$ cat src/rtl/cic_comb_decimator.sv
// -----------------------------------------------------------------------------
// cic_comb_decimator
//
// Comb half of a 3rd-order CIC decimation filter. The upstream three-stage
// integrator delivers a WIDTH-bit running sum (modular). This block keeps
// one sample in every RATE accepted samples and passes it through three
// cascaded first-order differentiators. It emits one result per decimated
// sample, accompanied by a single-cycle valid strobe.
//
// All arithmetic is modulo 2^WIDTH. CIC filters depend on wrap-around, so
// there is no saturation and no overflow flag.
//
// Parameters:
//   WIDTH  data width of input, comb delay registers and output
//   RATE   decimation factor, 1..256
//
// Ports:
//   clock      in   1      system clock, rising edge
//   reset      in   1      synchronous, active-high reset (overrides in_valid)
//   in_data    in   WIDTH  integrator output sample
//   in_valid   in   1      in_data holds a new sample this cycle
//   out_data   out  WIDTH  comb-filtered decimated result
//   out_valid  out  1      one-cycle strobe, out_data updated this cycle
//
// Optional build macro:
//   CIC_COMB_FILL_MASK_EN  When defined, out_valid is suppressed for the
//                          first three decimated results after reset. Those
//                          results are comb pipeline fill. out_data and the
//                          delay registers update as normal.
// -----------------------------------------------------------------------------
module cic_comb_decimator #(
  parameter int unsigned WIDTH = 8,
  parameter int unsigned RATE  = 4
) (
  input  logic             clock,
  input  logic             reset,
  input  logic [WIDTH-1:0] in_data,
  input  logic             in_valid,
  output logic [WIDTH-1:0] out_data,
  output logic             out_valid
);

  // A one-bit counter still exists when RATE=1. It then stays at 0, and
  // every valid sample strobes.
  localparam int unsigned          PHASE_W    = (RATE > 1) ? $clog2(RATE) : 1;
  localparam logic [PHASE_W-1:0]   PHASE_LAST = PHASE_W'(RATE - 1);

  logic [PHASE_W-1:0] phase_q, phase_d;
  logic [WIDTH-1:0]   z1_q, z1_d;
  logic [WIDTH-1:0]   z2_q, z2_d;
  logic [WIDTH-1:0]   z3_q, z3_d;
  logic [WIDTH-1:0]   out_data_q, out_data_d;
  logic               out_valid_q, out_valid_d;

  logic               strb;
  logic [WIDTH-1:0]   y1, y2, y3;

`ifdef CIC_COMB_FILL_MASK_EN
  logic [1:0]         fill_q, fill_d;
`endif

  // Decimation phase and strobe
  always_comb begin
    strb    = in_valid && (phase_q == PHASE_LAST);
    phase_d = phase_q;
    if (in_valid) begin
      if (phase_q == PHASE_LAST) begin
        phase_d = '0;
      end else begin
        phase_d = phase_q + 1'b1;
      end
    end
  end

  // Comb cascade: each section subtracts its own delayed input, which is the
  // previous decimated sample seen by that section.
  always_comb begin
    y1 = in_data - z1_q;
    y2 = y1 - z2_q;
    y3 = y2 - z3_q;
  end

  always_comb begin
    z1_d       = z1_q;
    z2_d       = z2_q;
    z3_d       = z3_q;
    out_data_d = out_data_q;
    if (strb) begin
      z1_d       = in_data;
      z2_d       = y1;
      z3_d       = y2;
      out_data_d = y3;
    end
  end

`ifdef CIC_COMB_FILL_MASK_EN
  // The fill counter saturates at 3. Only strobes seen after three earlier
  // strobes produce a visible valid.
  always_comb begin
    fill_d = fill_q;
    if (strb && (fill_q != 2'd3)) begin
      fill_d = fill_q + 2'd1;
    end
    out_valid_d = strb && (fill_q == 2'd3);
  end
`else
  always_comb begin
    out_valid_d = strb;
  end
`endif

  always_ff @(posedge clock) begin
    if (reset) begin
      phase_q     <= '0;
      z1_q        <= '0;
      z2_q        <= '0;
      z3_q        <= '0;
      out_data_q  <= '0;
      out_valid_q <= 1'b0;
    end else begin
      phase_q     <= phase_d;
      z1_q        <= z1_d;
      z2_q        <= z2_d;
      z3_q        <= z3_d;
      out_data_q  <= out_data_d;
      out_valid_q <= out_valid_d;
    end
  end

`ifdef CIC_COMB_FILL_MASK_EN
  always_ff @(posedge clock) begin
    if (reset) begin
      fill_q <= 2'd0;
    end else begin
      fill_q <= fill_d;
    end
  end
`endif

  assign out_data  = out_data_q;
  assign out_valid = out_valid_q;

endmodule

$ cat config.mk
export PLATFORM = sky130hd
export DESIGN_NAME = cic_comb_decimator
export DESIGN_NICKNAME = d
export VERILOG_FILES = /design/src/rtl/cic_comb_decimator.sv
export SDC_FILE = /design/constraint.sdc
export NUM_CORES = 1
export LEC_CHECK = 0
export ABC_AREA = 1
export ABC_CLOCK_PERIOD_IN_PS = 4130
export CORE_MARGIN = 2
export CORE_UTILIZATION = 35
export CTS_BUF_LIST = sky130_fd_sc_hd__clkbuf_4 sky130_fd_sc_hd__clkbuf_8
export CTS_CLUSTER_DIAMETER = 60
export DETAILED_ROUTE_END_ITERATION = 8
export GPL_TIMING_DRIVEN = 1
export HOLD_SLACK_MARGIN = 0.02
export SLEW_MARGIN = 20
export SYNTH_ARGS = -nofsm -noshare
export SYNTH_HDL_FRONTEND = slang
export SYNTH_SLANG_ARGS = --single-unit
$ cat constraint.sdc
create_clock -name clock -period 4.13 [get_ports clock]
set_input_delay 1.239 -clock clock [delete_from_list [all_inputs] [get_ports clock]]
set_output_delay 1.239 -clock clock [all_outputs]
set_load 0.1 [all_outputs]
# [Word-level counts from Yosys, hierarchy flattened]
# Cells that the tools add are included.
[classes] addsub=4 n_eq_ne=1 muxes=1 n_reduce_logical=1
[op_table] operator="$sub 8x8->8" n=3
[op_table] operator="$add 2x1->2 const B" n=1
[op_table] operator="$eq 2x2->1 const B" n=1
[op_table] operator="$mux 2" n=1
[op_table] operator="$logic_and 1x1->1" n=1
[totals] register_bits=35 in_bits=11 out_inout_bits=9 wordCells=13

# [Longest topological paths before layout]
# Gate-level depths: netlist (run 1).
[logic_depth] ltp_word=3 depth_mapped=22 ltp_nobuf=22

# [Worst setup path before layout (run 1)]
# Ideal clock, no wire load.
[synth_path] kind="input to register" from="input port in_data[0]" to="register out_data_q[7], in the netlist out_data[7]" setup_time_ns=0.115 arrival_time_ns=3.995 required_time_ns=4.015 path_slack_ns=0.020 cell_stages=21 path_buffers=0 path_cell_list="inv_1 -> ha_1 -> inv_1 -> fa_1 -> xor2_1 -> ha_1 -> nand2_1 -> nor2_1 -> a211oi_1 -> nor2_1 -> o21ai_1 -> nand2_1 -> xor2_1 -> ha_1 -> a21oi_1 -> o21a_1 -> o31ai_1 -> inv_1 -> nand3_1 -> nand3_1 -> nand2_1"
[synth_between] elab_chain_len=3
[synth_lines] item="start: declaration" line_no="37" rtl="input logic [WIDTH-1:0] in_data,"
[synth_lines] item="$sub 8x8->8" line_no="78" rtl="y1 = in_data - z1_q;"
[synth_lines] item="via y1[2]" line_no="56" rtl="logic [WIDTH-1:0] y1, y2, y3;"
[synth_lines] item="$sub 8x8->8" line_no="79" rtl="y2 = y1 - z2_q;"
[synth_lines] item="via y2[6]" line_no="56"
[synth_lines] item="$sub 8x8->8" line_no="80" rtl="y3 = y2 - z3_q;"
[synth_lines] item="end signal: assignment" line_no="125" rtl="out_data_q <= out_data_d;"
[synth_lines] item="end: declaration" line_no="52" rtl="logic [WIDTH-1:0] out_data_q, out_data_d;"
# The timed path passes the listed nets, and every way through them passes these cells.
# A chain may end at the register's enable or synchronous reset.

# [Final worst setup path (run 1)]
# Same ends and word-level chain as after synthesis.

==> metrics.txt, run 1 <==
Crit path max-delay family=adder cells; GRT Util Overall=0.134; die area=6680 sq um; Yosys cell types=32; Hold Slack=0.454 ns; Fin Clk Skew=0.00713 ns; wire length per cell=10.6 microns; unrepaired setup endpoints after global routing=no; synth warn=0; Startpoint Class=input port; Fin. Hold Viols=0; most frequent cells after synthesis=inv_1 (51), nand2_1 (45), dfxtp_1 (35); sequential share of the synthesized area=0.331; Routed WL=4.24 mm; crit-path max cell delay=0.39 ns; Tmin final=3.92 ns; Psw=0.350 mW; Layout Utilization=0.501; # clock sinks=35; CTS tree=built; Worst Max-Slew Pin Slew=0.966 ns; vias in the first global route=1699; Final WS setup=0.207 ns; # placed instances=387; Reg area=701 sq um; Peak Freq=255 MHz; most common cell in the netlist=inv_1; number of diodes=0; Max Slew Vio Count=0; Rel. slew slack=0.354; die height=81.8 microns; setup TNS=0 ns; worst path required time=4.32 ns; Int Pwr=0.706 mW; synth top area cells=dfxtp_1 (33%), ha_1 (13%), inv_1 (9.0%), nand2_1 (8.0%), o21ai_0 (5.2%); clock buffer depth=2; final antenna-violating net count=0; Critical-path top delay cell=fa_2; leading area contributor after synthesis=dfxtp_1; leakage=1.27 nW; clk root buf=clkbuf_8; largest net degree at the start of global routing=22; Fillers=563; clock latency on the worst-skew pair=0.29 ns; Crit. End Element=flip-flop; CTS Hold Bufs=0; worst hold path type=reg -> reg; status=finished clean; top-area cell type share of the netlist area=0.331; Buf+Inv Stages, Crit Path=4; DR pass1 iterations=4; part of the power in registers=0.331; worst r2r src=z1_q[0]; initial antenna violation count=0; Mean Syn Cell Area=7.89 sq um; CTS Buf Count=5; worst path arrival time=4.11 ns; number of synthesized flops with an enable pin=0; Layout Nets=360; Mapped Cells=268; overall via count from detail_route=1822; CP Cell Sequence=clkdlybuf4s15_1 > inv_2 > ha_4 > inv_2 > fa_2 > xor2_2 > ha_4 > nand2_1 > nor2_1 > a211oi_2 > nor2_1 > o21ai_1 > nand2_1 > xor2_2 > ha_4 > a21oi_2 > o21a_1 > o31ai_2 > inv_1 > nand3_1 > nand3_1 > nand2_1; CP Max Fanout=3; Clk pwr share=0.241; Port Buffers=19; area of the multi-input gates=1410 sq um; Post-synth ARST share=0; initial core utilization=0.359; Die Wd=81.8 microns; crit path launch=in_data[0]; period utilization=0.950; gp weighted congestion=0.761; Crit Path Class=in -> reg; placement row count=28; max-cap violations=0; via/cell ratio=4.57; ys flop type=dfxtp_1; Final Setup Violations=0; FF+latch count, synth=35; Peak VDD IR=0.145 mV; switching fraction of total power=0.332; total grt overflow=0; share of cells above drive strength 1=0.290; HPWL after DPL=2.95 mm; CTS H-tree lvls=2; num ports=20; core area=5890 sq um; pre-CTS WS=-0.562 ns; Clock transition at path regs=0.07 ns; Mapped Nets=304; hold path start=out_data[5]; synthesized area=2120 sq um; first-pass GRT wire length=7.04 mm; Gate power share=0.428; Detailed Route Iter0 Violations=45; Finished Layout Cells=399; Area Overhead vs Synth=39.3%; Remaining DRCs=0; Power per Cell Area=358 nW/um^2
through the flow:
stage / cell area [sq um] / total power [mW]
6_report: 2950 / 1.06
5_1_grt: 2950 / 1.13
4_1_cts: 2760 / 0.997
3_5_place_dp: 2600 / 0.715
3_3_place_gp: 2600 / 0.714
2_1_floorplan: 2120 / 0.592
flip-flops by register name, summed over array words and instances (netlist names):
register / count
phase_q: 2
out_valid: 1
z1_q: 8
z2_q: 8
out_data: 8
z3_q: 8
per-layer routing:
metal | track usage | vias up | part of all wire
met5 | 0 | - | 0
met4 | 0.0500 | 0 | 0.019
met3 | 0.0297 | 6 | 0.027
met2 | 0.236 | 17 | 0.49
met1 | 0.159 | 831 | 0.46
li1 | - | 968 | -
final timing paths:
check	end	slack [ns]	cells past startpoint
worst max-delay path	out_data[7]	0.21	22
worst min-delay path	out_data[5]	0.45	2
worst max register to register	out_data[7]	1.00	20
worst min register to register	out_data[5]	0.45	2
power by group through the flow:
| stage | Sequential, mW | Combinational [mW] | Clock [mW] |
|---|---|---|---|
| final | 0.350 | 0.452 | 0.254 |
| after global routing | 0.351 | 0.503 | 0.275 |
| after CTS | 0.350 | 0.382 | 0.265 |
| after detailed placement | 0.358 | 0.357 | 0 |
| after global placement | 0.357 | 0.356 | 0 |
| after floorplan | 0.373 | 0.219 | 0 |
repair_timing:
item                                    4_1_cts  5_1_grt
buffers inserted                              2        3
pin swaps                                    19       25
endpoints found under the setup margin        4        4
gates resized for setup                      17       26
worst reg2reg max path, stage by stage, from the launching register on:
cell	delay (ns)
dfxtp_1	0.38
ha_4	0.15
inv_2	0.03
fa_2	0.39
xor2_2	0.24
ha_4	0.24
nand2_1	0.06
nor2_1	0.05
a211oi_2	0.19
nor2_1	0.07
o21ai_1	0.12
nand2_1	0.10
xor2_2	0.23
ha_4	0.24
a21oi_2	0.12
o21a_1	0.13
o31ai_2	0.07
inv_1	0.06
nand3_1	0.06
nand3_1	0.07
nand2_1	0.05
layout by cell type (no fill, tap or decap), drive strengths merged, types with 10 or more instances in the layout:
cell type      count
xor2              12
o21ai             26
clkdlybuf4s50     15
a21oi             10
dfxtp             35
inv               52
buf               35
nand3             15
nor2              11
nand2             53
ha                22
cell families after synthesis:
| group | share of synthesized area |
|---|---|
| and+or+nand+nor | 0.180 |
| buffers and inverters | 0.105 |
| AOI/OAI and AO/OA | 0.156 |
| DFF | 0.331 |
| adders and majority gates | 0.158 |
| xor gates and xnor gates | 0.0698 |
cell type report:
cell class                 count  share of cell area
inverter                      52              0.0662
clock inverter                 1             0.00170
clock buffer                   6              0.0280
multi-input combinational    176               0.479
sequential                    35               0.238
tap                           75              0.0318
timing repair buffer          54               0.155
Power figures use the tool's default switching activity.
==> run 2, diff against run 1 <==
--- a/config.mk
+++ b/config.mk
@@ -7,13 +7,15 @@
 export LEC_CHECK = 0
 export ABC_AREA = 1
 export ABC_CLOCK_PERIOD_IN_PS = 4130
+export CELL_PAD_IN_SITES_DETAIL_PLACEMENT = 0
+export CELL_PAD_IN_SITES_GLOBAL_PLACEMENT = 1
 export CORE_MARGIN = 2
 export CORE_UTILIZATION = 35
 export CTS_BUF_LIST = sky130_fd_sc_hd__clkbuf_4 sky130_fd_sc_hd__clkbuf_8
-export CTS_CLUSTER_DIAMETER = 60
 export DETAILED_ROUTE_END_ITERATION = 8
 export GPL_TIMING_DRIVEN = 1
 export HOLD_SLACK_MARGIN = 0.02
+export PLACE_DENSITY_LB_ADDON = 0.1
 export SLEW_MARGIN = 20
 export SYNTH_ARGS = -nofsm -noshare
 export SYNTH_HDL_FRONTEND = slang
==> run 2 against run 1 <==
Effect of this change:
- clock-buffer cell count is the same
- final cell count stayed put
- design area is 1.2% lower
- utilization decreased by 0.62 points
- first-iteration DRC count increased by 38%
- maximum frequency is 1.9% lower
- critical path depth shrank 2
- sequential share of layout area increased by 0.30 points
- die area stayed put
- non-clock buffer count is 1 higher
- hold slack lost 0.0082 ns
- worst setup slack got worse by 0.078 ns
- critical endpoint unchanged
==> metrics.txt, run 2 (same netlist as run 1, synthesis figures left out) <==
status=finished clean (unchanged); worst path required time=4.31 ns (was 4.32 ns); CTS H-tree lvls=2 (unchanged); clock latency on the worst-skew pair=0.28 ns (was 0.29 ns); Final Setup Violations=0 (unchanged); first-pass GRT wire length=7.11 mm (was 7.04 mm); met1 GRT Util=0.191 (was 0.159); num ports=20 (unchanged); pre-CTS WS=-0.616 ns (was -0.562 ns); Die Wd=81.8 microns (unchanged); share of cells above drive strength 1=0.269 (was 0.290); placement row count=28 (unchanged); Fin Clk Skew=0.00577 ns (was 0.00713 ns); wire length per cell=11.0 microns (was 10.6 microns); Peak Freq=250 MHz (was 255 MHz); CTS Buf Count=5 (unchanged); crit path launch=in_data[2] (was in_data[0]); Routed WL=4.40 mm (was 4.24 mm); initial antenna violation count=0 (unchanged); CP Max Fanout=3 (unchanged); Detailed Route Iter0 Violations=62 (was 45); Worst Max-Slew Pin Slew=0.965 ns (was 0.966 ns); clk root buf=clkbuf_8 (unchanged); CTS tree=built (unchanged); Crit Path Class=in -> reg (unchanged); Final WS setup=0.129 ns (was 0.207 ns); period utilization=0.969 (was 0.950); Peak VDD IR=0.240 mV (was 0.145 mV); die area=6680 sq um (unchanged); Tmin final=4.00 ns (was 3.92 ns); clock buffer depth=2 (unchanged); R2R setup slack=0.94 ns (was 1.00 ns); Layout Nets=361 (was 360); number of diodes=0 (unchanged); leakage=1.26 nW (was 1.27 nW); Crit. End Element=flip-flop (unchanged); Startpoint Class=input port (unchanged); vias in the first global route=1585 (was 1699); Port Buffers=19 (unchanged); final antenna-violating net count=0 (unchanged); reg2reg path depth=19 (was 20); commonest non-fill, non-tap cell in the layout=inv_1 (unchanged); worst r2r src=z1_q[0] (unchanged); die height=81.8 microns (unchanged); GR met2 Demand/Resource=0.215 (was 0.236); Power per Cell Area=355 nW/um^2 (was 358 nW/um^2); GRT Util Overall=0.141 (was 0.134); FF-to-FF End=out_data[7] (unchanged); Remaining DRCs=0 (unchanged); initial core utilization=0.359 (unchanged); largest net degree at the start of global routing=22 (unchanged); Hold Slack=0.446 ns (was 0.454 ns); commonest cells after routing, fill and taps aside=inv_1 (50), nand2_1 (44), buf_4 (36), dfxtp_1 (35), o21ai_0 (20) (was inv_1 (48), nand2_1 (42), dfxtp_1 (35), buf_4 (34), o21ai_0 (18)); core area=5890 sq um (unchanged); worst hold path type=reg -> reg (unchanged); met3 Use GR=0.0363 (was 0.0297); overall via count from detail_route=1785 (was 1822); worst path arrival time=4.18 ns (was 4.11 ns); post-layout total power=1.03 mW (was 1.06 mW); GRT busiest layer=met2 (unchanged); gp weighted congestion=0.741 (was 0.761); Area Overhead vs Synth=37.6% (was 39.3%); critical path capture point=out_data[7] (unchanged); via/cell ratio=4.47 (was 4.57); DR pass1 iterations=4 (unchanged); max-cap violations=0 (unchanged); Rel. slew slack=0.355 (was 0.354); HPWL after DPL=3.02 mm (was 2.95 mm); Clock transition at path regs=0.07 ns (about the same); Fin. Hold Viols=0 (unchanged); Layout Utilization=0.494 (was 0.501); total grt overflow=0 (unchanged); # clock sinks=35 (unchanged); Max Slew Vio Count=0 (unchanged)
-- run 2: cell count changes in the layout (fill, tap and decap cells not counted), moves of 2 or more --
cell	before	now
o21ai_0	18	20
inv_2	4	2
xor2_1	3	6
inv_1	48	50
o21ai_1	8	6
nand2_1	42	44
buf_4	34	36
xor2_2	9	5
nand2_2	11	8
-- run 2: final cells by class --
class	count	area (sq um)
fill	592	2980
multi-input combinational	176	1390
sequential	35	701
timing repair buffer	55	452
inverter	52	195
tap	75	93.8
clock buffer	6	76.3
-- run 2: per-layer routing --
layer,part of all wire,wire [microns]
met5,0,0
met1,0.51,2270
met4,0.0089,39
met3,0.024,105
met2,0.45,1990
-- run 2: where the power goes --
part           switching (mW)  total (mW)  internal (mW)  leakage (nW)
sequential            0.00368       0.350          0.346         0.283
combinational           0.222       0.441          0.219         0.933
clock                   0.122       0.241          0.119        0.0406
total                   0.348        1.03          0.685          1.26
-- run 2: critical path: stages --
cell and delay [ns]:
dlygate4sd2_1 0.27, ha_4 0.26, a21oi_2 0.17, nand2_4 0.09, buf_4 0.15, a31o_2 0.20
xor2_1 0.18, inv_1 0.07, ha_1 0.29, o21ai_1 0.08, nand2_1 0.10, xor2_2 0.23
ha_4 0.25, a21oi_2 0.12, o21a_1 0.18, o31ai_4 0.09, inv_1 0.06, nand3_1 0.06
nand3_1 0.06, nand2_1 0.05
-- run 2: worst min-delay path by stage --
stage	from	end	slack (ns)	cells after the start
floorplan	z1_q[0]	z1_q[0]	0.43	2
global placement	out_data[5]	out_data[5]	0.44	2
detailed placement	out_data[5]	out_data[5]	0.44	2
CTS	out_data[7]	out_data[7]	0.45	2
global route	out_data[7]	out_data[7]	0.47	2
finish	out_data[7]	out_data[7]	0.45	2
-- run 2: timing repair --
item / CTS / global route
pin swaps: 21 / 7
setup buffers: 3 / 0
hold buffers: 0 / 0
endpoints found under the setup margin: 5 / 3
resized for setup: 22 / 13
hold endpoints to repair: 0 / 0
-- run 2: stage by stage --
step | instance area (sq um) | instances | TNS, ns
3_3_place_gp | 2620 | 390 | -2.30
4_1_cts | 2800 | 399 | 0
6_report | 2910 | 399 | 0
2_1_floorplan | 2120 | 268 | 0
3_5_place_dp | 2620 | 390 | -2.35
5_1_grt | 2910 | 399 | -0.0729
==> run 3, diff against run 2 <==
--- a/config.mk
+++ b/config.mk
@@ -9,6 +9,7 @@
 export ABC_CLOCK_PERIOD_IN_PS = 4130
 export CELL_PAD_IN_SITES_DETAIL_PLACEMENT = 0
 export CELL_PAD_IN_SITES_GLOBAL_PLACEMENT = 1
+export CORE_ASPECT_RATIO = 0.6
 export CORE_MARGIN = 2
 export CORE_UTILIZATION = 35
 export CTS_BUF_LIST = sky130_fd_sc_hd__clkbuf_4 sky130_fd_sc_hd__clkbuf_8
==> run 3 against run 2 <==
Effect of this change:
- hold slack gained 0.0026 ns
- combinational power shrank 1%
- die area grew 0.31%
- clock power grew 21%
- critical endpoint unchanged
- via count shrank 0.34%
- sequential power is essentially flat
- critical path type unchanged
- register-to-register slack is essentially flat
- global-route usage grew 1.4 points
- highest routed layer unchanged
==> metrics.txt, run 3 (same netlist as run 1, synthesis figures left out) <==
total grt overflow=0 (unchanged); CP Max Fanout=5 (was 3); number of diodes=0 (unchanged); gp weighted congestion=0.733 (was 0.741); first-pass GRT wire length=8.25 mm (was 7.11 mm); pre-CTS WS=-0.615 ns (was -0.616 ns); CTS tree=built (unchanged); Remaining DRCs=0 (unchanged); Startpoint Class=input port (unchanged); unrepaired setup endpoints after global routing=yes; Critical-path top delay cell=clkdlybuf4s50_1 (was ha_1); die area=6700 sq um (was 6680 sq um); leakage=1.26 nW (about the same); part of the power in registers=0.325 (was 0.339); switching fraction of total power=0.341 (was 0.337); Layout Utilization=0.518 (was 0.494); vias in the first global route=1729 (was 1585); Layout Nets=358 (was 361); Area Overhead vs Synth=39.7% (was 37.6%); DR pass1 iterations=4 (unchanged); DR top layer=met4 (unchanged); max-cap violations=0 (unchanged); Int Pwr=0.709 mW (was 0.685 mW); worst path arrival time=4.16 ns (was 4.18 ns); status=finished clean (unchanged); Die Wd=104 microns (was 81.8 microns); clock latency on the worst-skew pair=0.29 ns (was 0.28 ns); core area=5700 sq um (was 5890 sq um); worst path required time=4.32 ns (was 4.31 ns); # clock sinks=35 (unchanged); Routed WL=4.58 mm (was 4.40 mm); Crit. End Element=flip-flop (unchanged); Max Slew Vio Count=0 (unchanged); Clock transition at path regs=0.08 ns (was 0.07 ns); Final WS setup=0.168 ns (was 0.129 ns); Detailed Route Iter0 Violations=51 (was 62); CP Cell Sequence=clkdlybuf4s50_1 > ha_4 > nand2_1 > nand2_2 > a31o_2 > xor2_2 > inv_1 > ha_1 > buf_4 > xor2_1 > ha_1 > nand2_2 > o21a_1 > o31ai_4 > inv_1 > nand3_1 > nand3_1 > nand2_1 (was dlygate4sd2_1 > ha_4 > a21oi_2 > nand2_4 > buf_4 > a31o_2 > xor2_1 > inv_1 > ha_1 > o21ai_1 > nand2_1 > xor2_2 > ha_4 > a21oi_2 > o21a_1 > o31ai_4 > inv_1 > nand3_1 > nand3_1 > nand2_1); share of cells above drive strength 1=0.276 (was 0.269); Rel. slew slack=0.344 (was 0.355); GRT Util Overall=0.155 (was 0.141); initial core utilization=0.371 (was 0.359); num ports=20 (unchanged); overall via count from detail_route=1779 (was 1785); Gate power share=0.404 (was 0.427); final antenna-violating net count=0 (unchanged); post-route design area=2960 sq um (was 2910 sq um); Crit Path Class=in -> reg (unchanged); Tmin final=3.96 ns (was 4.00 ns); Finished Layout Cells=403 (was 399); metal2 WL=1.81 mm (was 1.99 mm); crit-path max cell delay=0.54 ns (was 0.29 ns); Fin. Hold Viols=0 (unchanged); Peak Freq=252 MHz (was 250 MHz); period utilization=0.959 (was 0.969); # placed instances=394 (was 390); Psw=0.367 mW (was 0.348 mW); Port Buffers=19 (unchanged); Post-DP Area=2620 sq um (about the same); CTS Hold Bufs=0 (unchanged); clk root buf=clkbuf_8 (unchanged); Final Setup Violations=0 (unchanged); Worst Max-Slew Pin Slew=0.981 ns (was 0.965 ns); CTS H-tree lvls=2 (unchanged); Power per Cell Area=364 nW/um^2 (was 355 nW/um^2); wire length per cell=11.4 microns (was 11.0 microns); Fillers=558 (was 592); Fin Clk Skew=0.00821 ns (was 0.00577 ns); HPWL after DPL=3.20 mm (was 3.02 mm); placement row count=21 (was 28); worst hold path type=reg -> reg (unchanged); routed wl met3=143 microns (was 105 microns); via/cell ratio=4.41 (was 4.47); initial antenna violation count=0 (unchanged); Clk pwr share=0.271 (was 0.234); commonest cells after routing, fill and taps aside=inv_1 (49), nand2_1 (44), dfxtp_1 (35), buf_4 (33), o21ai_0 (22) (was inv_1 (50), nand2_1 (44), buf_4 (36), dfxtp_1 (35), o21ai_0 (20)); setup TNS=0 ns (unchanged); clock buffer depth=2 (unchanged); commonest non-fill, non-tap cell in the layout=inv_1 (unchanged); CTS Buf Count=5 (unchanged); largest net degree at the start of global routing=22 (unchanged); M1 WL=2.58 mm (was 2.27 mm); Peak VDD IR=0.161 mV (was 0.240 mV); die height=64.2 microns (was 81.8 microns)
run 3: path summary, 6_finish.rpt:
kind                     from           to  slack (ns)  depth (start not counted)
setup / recovery   in_data[4]  out_data[7]        0.17                         18
hold / removal    out_data[7]  out_data[7]        0.45                          2
setup reg to reg      z1_q[0]  out_data[7]        0.95                         18
hold reg to reg   out_data[7]  out_data[7]        0.45                          2
run 3: critical path, delay by kind of cell:
kind | cells | cell delay, ns
compound gates | 3 | 0.51
fa+ha+maj | 3 | 0.83
simple gates | 6 | 0.42
xor+xnor | 2 | 0.36
buf+inv | 4 | 0.80
run 3: per-stage QoR:
stage	power [mW]	hold WS [ns]
after detailed placement	0.725	0.441
after floorplan	0.592	0.432
after global routing	1.16	0.474
final	1.08	0.448
after CTS	1.03	0.451
after global placement	0.726	0.443
run 3: power groups by stage:
stage          Sequential (mW)  Clock (mW)  Combinational [mW]
2_1_floorplan            0.373           0               0.219
3_3_place_gp             0.357           0               0.369
3_5_place_dp             0.358           0               0.367
4_1_cts                  0.350       0.298               0.384
5_1_grt                  0.351       0.320               0.489
6_report                 0.350       0.292               0.435
run 3: what timing repair did:
action	4_1_cts	5_1_grt
hold endpoints to repair	0	0
pin swaps	18	19
resized for setup	18	21
setup buffers	0	1
setup endpoints to repair	5	3
run 3: layer usage:
layer  GRT usage  up-vias
met3      0.0378        5
met5           0        -
met2       0.220       19
met4      0.0456        0
li1            -      969
met1       0.229      786
run 3: layout make-up:
cell class	count	area, sq um	area share
inverters	52	195	0.0660
clock buffers	7	96.3	0.0326
repair buffers	52	432	0.146
multi-input cells	176	1420	0.482
well taps	80	100	0.0339
flip-flops and latches	35	701	0.237
clock inverters	1	7.51	0.00254
==> edit 1: new RTL, config.mk and constraints of run 3 <==
The parameter `RATE` goes from 4 to 16.
--- a/src/rtl/cic_comb_decimator.sv
+++ b/src/rtl/cic_comb_decimator.sv
@@ -30,7 +30,7 @@
 // -----------------------------------------------------------------------------
 module cic_comb_decimator #(
   parameter int unsigned WIDTH = 8,
-  parameter int unsigned RATE  = 4
+  parameter int unsigned RATE  = 16
 ) (
   input  logic             clock,
   input  logic             reset,
Formal check against the unedited RTL: not equivalent (Yosys sat finds a counterexample within 10 cycles, from zero or initial values and one cycle with reset high).
==> edit 1 against run 3 <==
Power shrank 11%; clock power shrank 3%; count of clock-buffer cells in the layout is the same; synthesized area grew 2.7%; worst setup slack lost 87 ps; sequential power grew 3%; design area grew 4.8%; sequential share of layout area grew 0.21 points; wire length grew 3.8%; sequential cell count grew 2; critical path type unchanged; critical endpoint is now out_data[4]$_SDFFE_PP0P_; largest cell class unchanged; highest routed layer unchanged.
==> edit 1: results (changes against run 3) <==
drt_wl_total_um: 4760  # +3.8%
routed-wl-met3_um: 144  # +0.70%
wl_met2_um: 2000  # +10%
nNetsFinal: 381  # +6.4%
p_leak_nw: 1.32  # +5.5%
synth_common_cells: "nand2_1 (58), inv_1 (51), dfxtp_1 (37), ha_1 (22), o21ai_0 (14)"
grt_max_degree: 24  # +9.1%
max_slew_margin_pct: 35.6  # +1.2 points
powerClk_w: 0.000284  # -3%
critPathSlowestCell: "fa_2"
r2r_setup_slack_ps: 770  # -180 ps
finalWeightedCongestion: 0.738  # +0.61%
fin_worst_skew_ps: 4.70  # -3.51 ps
fin_crit_sh_pct: 98.0  # +2.1 points
grt_util_all_layers_pct: 14.7  # -0.83 points
internal_power_w: 0.000678  # -4.4%
use_met2_pct: 22.1  # +0.12 points
critical_path_arrival_ps: 4230  # +70 ps
combPwrFrac_pct: 33.0  # -7.4 points
drive_above_1_share_pct: 30.1  # +2.5 points
yosys-top-cells-area: "dfxtp_1 (34%), ha_1 (13%), nand2_1 (10%)"
worstHoldEndpoint: "out_data[6]$_SDFFE_PP0P_"
crit_path_start: "in_data[0]"
outcome: "finished, final reports clean"
synth-seq-area-share_pct: 34.1  # +0.97 points
grt_pass1_vias: 1747  # +1.0%
drtIter0Drc: 67  # +31%
reg2regPathDepth: 17  # -1
ys_types: 34  # +6.3%
grt_util_met3_pct: 3.92  # +0.15 points
hpwl_um: 3270  # +2.3%
wirelength_met1_um: 2580  # about the same
grt_pass1_wl_um: 8000  # -3.0%
==> edit 1: cell count changes after synthesis, moves of 3 or more <==
cell / before / now
nand2_1: 45 / 58
o21ai_0: 22 / 14
o21ai_1: 4 / 10
a211oi_1: 4 / 1
==> edit 1: area by class of cell <==
| type | instances | area, um^2 |
|---|---|---|
| Inverter | 52 | 200 |
| Fill cell | 579 | 2960 |
| Clock buffer | 7 | 96.3 |
| Timing Repair Buffer | 64 | 522 |
| Multi-Input combinational cell | 185 | 1430 |
| Sequential cell | 37 | 741 |
| Clock inverter | 1 | 5.00 |
| Tap cell | 84 | 105 |
==> edit 1: stage by stage <==
stage / instances / hold WS [ps] / instance area (um^2)
3_3_place_gp: 412 / 441 / 2700
3_5_place_dp: 412 / 438 / 2700
4_1_cts: 429 / 453 / 2940
5_1_grt: 430 / 471 / 3100
2_1_floorplan: 280 / 438 / 2170
6_report: 430 / 451 / 3100
==> edit 1: cells by family (layout without fill, tap and decap cells) <==
kind of cell             Yosys count  in the layout  synth area share (%)
adder cells (fa/ha/maj)           25             25                  15.4
AND/OR/NAND/NOR                   95             95                  20.1
XOR/XNOR                          14             14                  5.64
flip-flops                        37             37                  34.1
AO/OA/AOI/OAI                     51             51                  14.3
buffers and inverters             58            124                  10.4
==> edit 1: timing repair <==
item,4_1_cts,5_1_grt
pin swaps,25,22
endpoints found under the setup margin,5,5
resized for setup,20,27
cloned,0,0
buffers inserted,9,1
==> edit 1: worst reg2reg max path: cells and delay by family (launching register included) <==
| kind | cells | cell delay [ps] |
|---|---|---|
| adder cells (fa/ha/maj) | 4 | 1120 |
| buffers and inverters | 5 | 470 |
| XOR/XNOR | 2 | 430 |
| flip-flops | 1 | 380 |
| AO/OA/AOI/OAI | 4 | 530 |
| AND/OR/NAND/NOR | 2 | 340 |
==> edit 2: new RTL, config.mk and constraints of run 3 <==
Without the edit above. Register the inputs `in_data` and `in_valid` before use. The logic sees them one clock later. Comments in the files are not updated.
--- a/src/rtl/cic_comb_decimator.sv
+++ b/src/rtl/cic_comb_decimator.sv
@@ -45,6 +45,14 @@
   localparam int unsigned          PHASE_W    = (RATE > 1) ? $clog2(RATE) : 1;
   localparam logic [PHASE_W-1:0]   PHASE_LAST = PHASE_W'(RATE - 1);
 
+  logic [WIDTH-1:0] in_data_q;
+  logic in_valid_q;
+
+  always_ff @(posedge clock) begin
+    in_data_q  <= in_data;
+    in_valid_q <= in_valid;
+  end
+
   logic [PHASE_W-1:0] phase_q, phase_d;
   logic [WIDTH-1:0]   z1_q, z1_d;
   logic [WIDTH-1:0]   z2_q, z2_d;
@@ -61,9 +69,9 @@
 
   // Decimation phase and strobe
   always_comb begin
-    strb    = in_valid && (phase_q == PHASE_LAST);
+    strb    = in_valid_q && (phase_q == PHASE_LAST);
     phase_d = phase_q;
-    if (in_valid) begin
+    if (in_valid_q) begin
       if (phase_q == PHASE_LAST) begin
         phase_d = '0;
       end else begin
@@ -75,7 +83,7 @@
   // Comb cascade: each section subtracts its own delayed input, which is the
   // previous decimated sample seen by that section.
   always_comb begin
-    y1 = in_data - z1_q;
+    y1 = in_data_q - z1_q;
     y2 = y1 - z2_q;
     y3 = y2 - z3_q;
   end
@@ -86,7 +94,7 @@
     z3_d       = z3_q;
     out_data_d = out_data_q;
     if (strb) begin
-      z1_d       = in_data;
+      z1_d       = in_data_q;
       z2_d       = y1;
       z3_d       = y2;
       out_data_d = y3;
Formal check against the unedited RTL: not equivalent (Yosys sat finds a counterexample within 10 cycles, from zero or initial values and one cycle with reset high).
==> edit 2 against run 3 <==
Synthesized area rose by 6.7%; hold slack better by 20 ps; power is 6.3% lower; design area down 11%; register-to-register slack worse by 480 ps; sequential cell count is 9 higher; worst setup slack improved by 300 ps; wire length shrank 2.7%; critical path type is now flop to flop; largest cell class unchanged.
==> edit 2: results (changes against run 3) <==
outcome: "finished, final reports clean"
routed_via_density: 4.45  # +0.88%
placed_area_um2: 2540  # -3.1%
worst_slew_pin_slew_ps: 964  # -16.4 ps
syn_nets: 316  # +3.9%
vdd_drop_max_v: 0.000194  # +21%
grt_util_all_layers_pct: 14.2  # -1.3 points
fin_worst_skew_ps: 6.78  # -1.43 ps
nNetsFinal: 337  # -5.9%
hp-start: "in_data_q[5]$_DFF_P_"
p_leak_nw: 1.14  # -8.9%
hpwl_um: 3250  # +1.5%
r2r-start: "in_data_q[0]$_DFF_P_"
worst_path_largest_cell_delay_ps: 410  # -130 ps
reg2regPathDepth: 21  # +3
cts-root-buf: "clkbuf_8"
yosys-top-cells-area: "dfxtp_1 (39%), ha_1 (12%), inv_1 (8.6%)"
synth-seq-area-share_pct: 39.0  # +5.9 points
critPathSlowestCell: "fa_1"
worstHoldEndpoint: "z1_q[5]$_SDFFE_PP0P_"
ctsResizeCount: 0  # -18
numPortBuffers: 19  # unchanged
pre_cts_ws_ps: 476  # +1090 ps
drive_above_1_share_pct: 6.29  # -21 points
r2r_setup_slack_ps: 470  # -480 ps
antennaDiodeCount: 0  # unchanged
dp.cells: 378  # -4.1%
internal_power_w: 0.000692  # -2.4%
startpoint_type: "flop"
grt_pass1_vias: 1627  # -5.9%
fin_crit_sh_pct: 88.7  # -7.2 points
hold_ws_ps: 468  # +19.6 ps
critical_path_arrival_ps: 3870  # -290 ps
switching_share_pct: 31.4  # -2.7 points
combPwrFrac_pct: 26.4  # -14 points
drtIter0Drc: 80  # +57%
drt_wl_total_um: 4460  # -2.7%
finalWeightedCongestion: 0.725  # -1.1%
syn_avg_cell_area_um2: 8.07  # +2.2%
ys_types: 26  # -19%
path_clk_slew_ps: 80  # about the same
## edit 2: logic make-up (layout without fill, tap and decap cells)
logic type | Yosys count | in the layout | synth area share (%)
flip-flops | 44 | 44 | 39.0
AO/OA/AOI/OAI | 56 | 56 | 14.8
buffers and inverters | 58 | 80 | 9.64
XOR/XNOR | 13 | 13 | 5.04
adder cells (fa/ha/maj) | 25 | 25 | 14.8
AND/OR/NAND/NOR | 84 | 84 | 16.7
## edit 2: final cells by class
type	instances	area, um^2	share of cell area, %
Timing Repair Buffer	20	198	7.50
Inverter	52	195	7.40
Sequential cell	44	881	33.4
Multi-Input combinational cell	178	1160	44.0
Tap cell	84	105	3.99
Clock buffer	8	97.6	3.70
## edit 2: layer usage
metal	part of all wire [%]	up-vias	track usage [%]
li1	-	954	-
met3	4.3	7	4.73
met5	0	-	0
met2	36	23	19.5
met1	59	735	20.9
met4	1.2	0	3.85
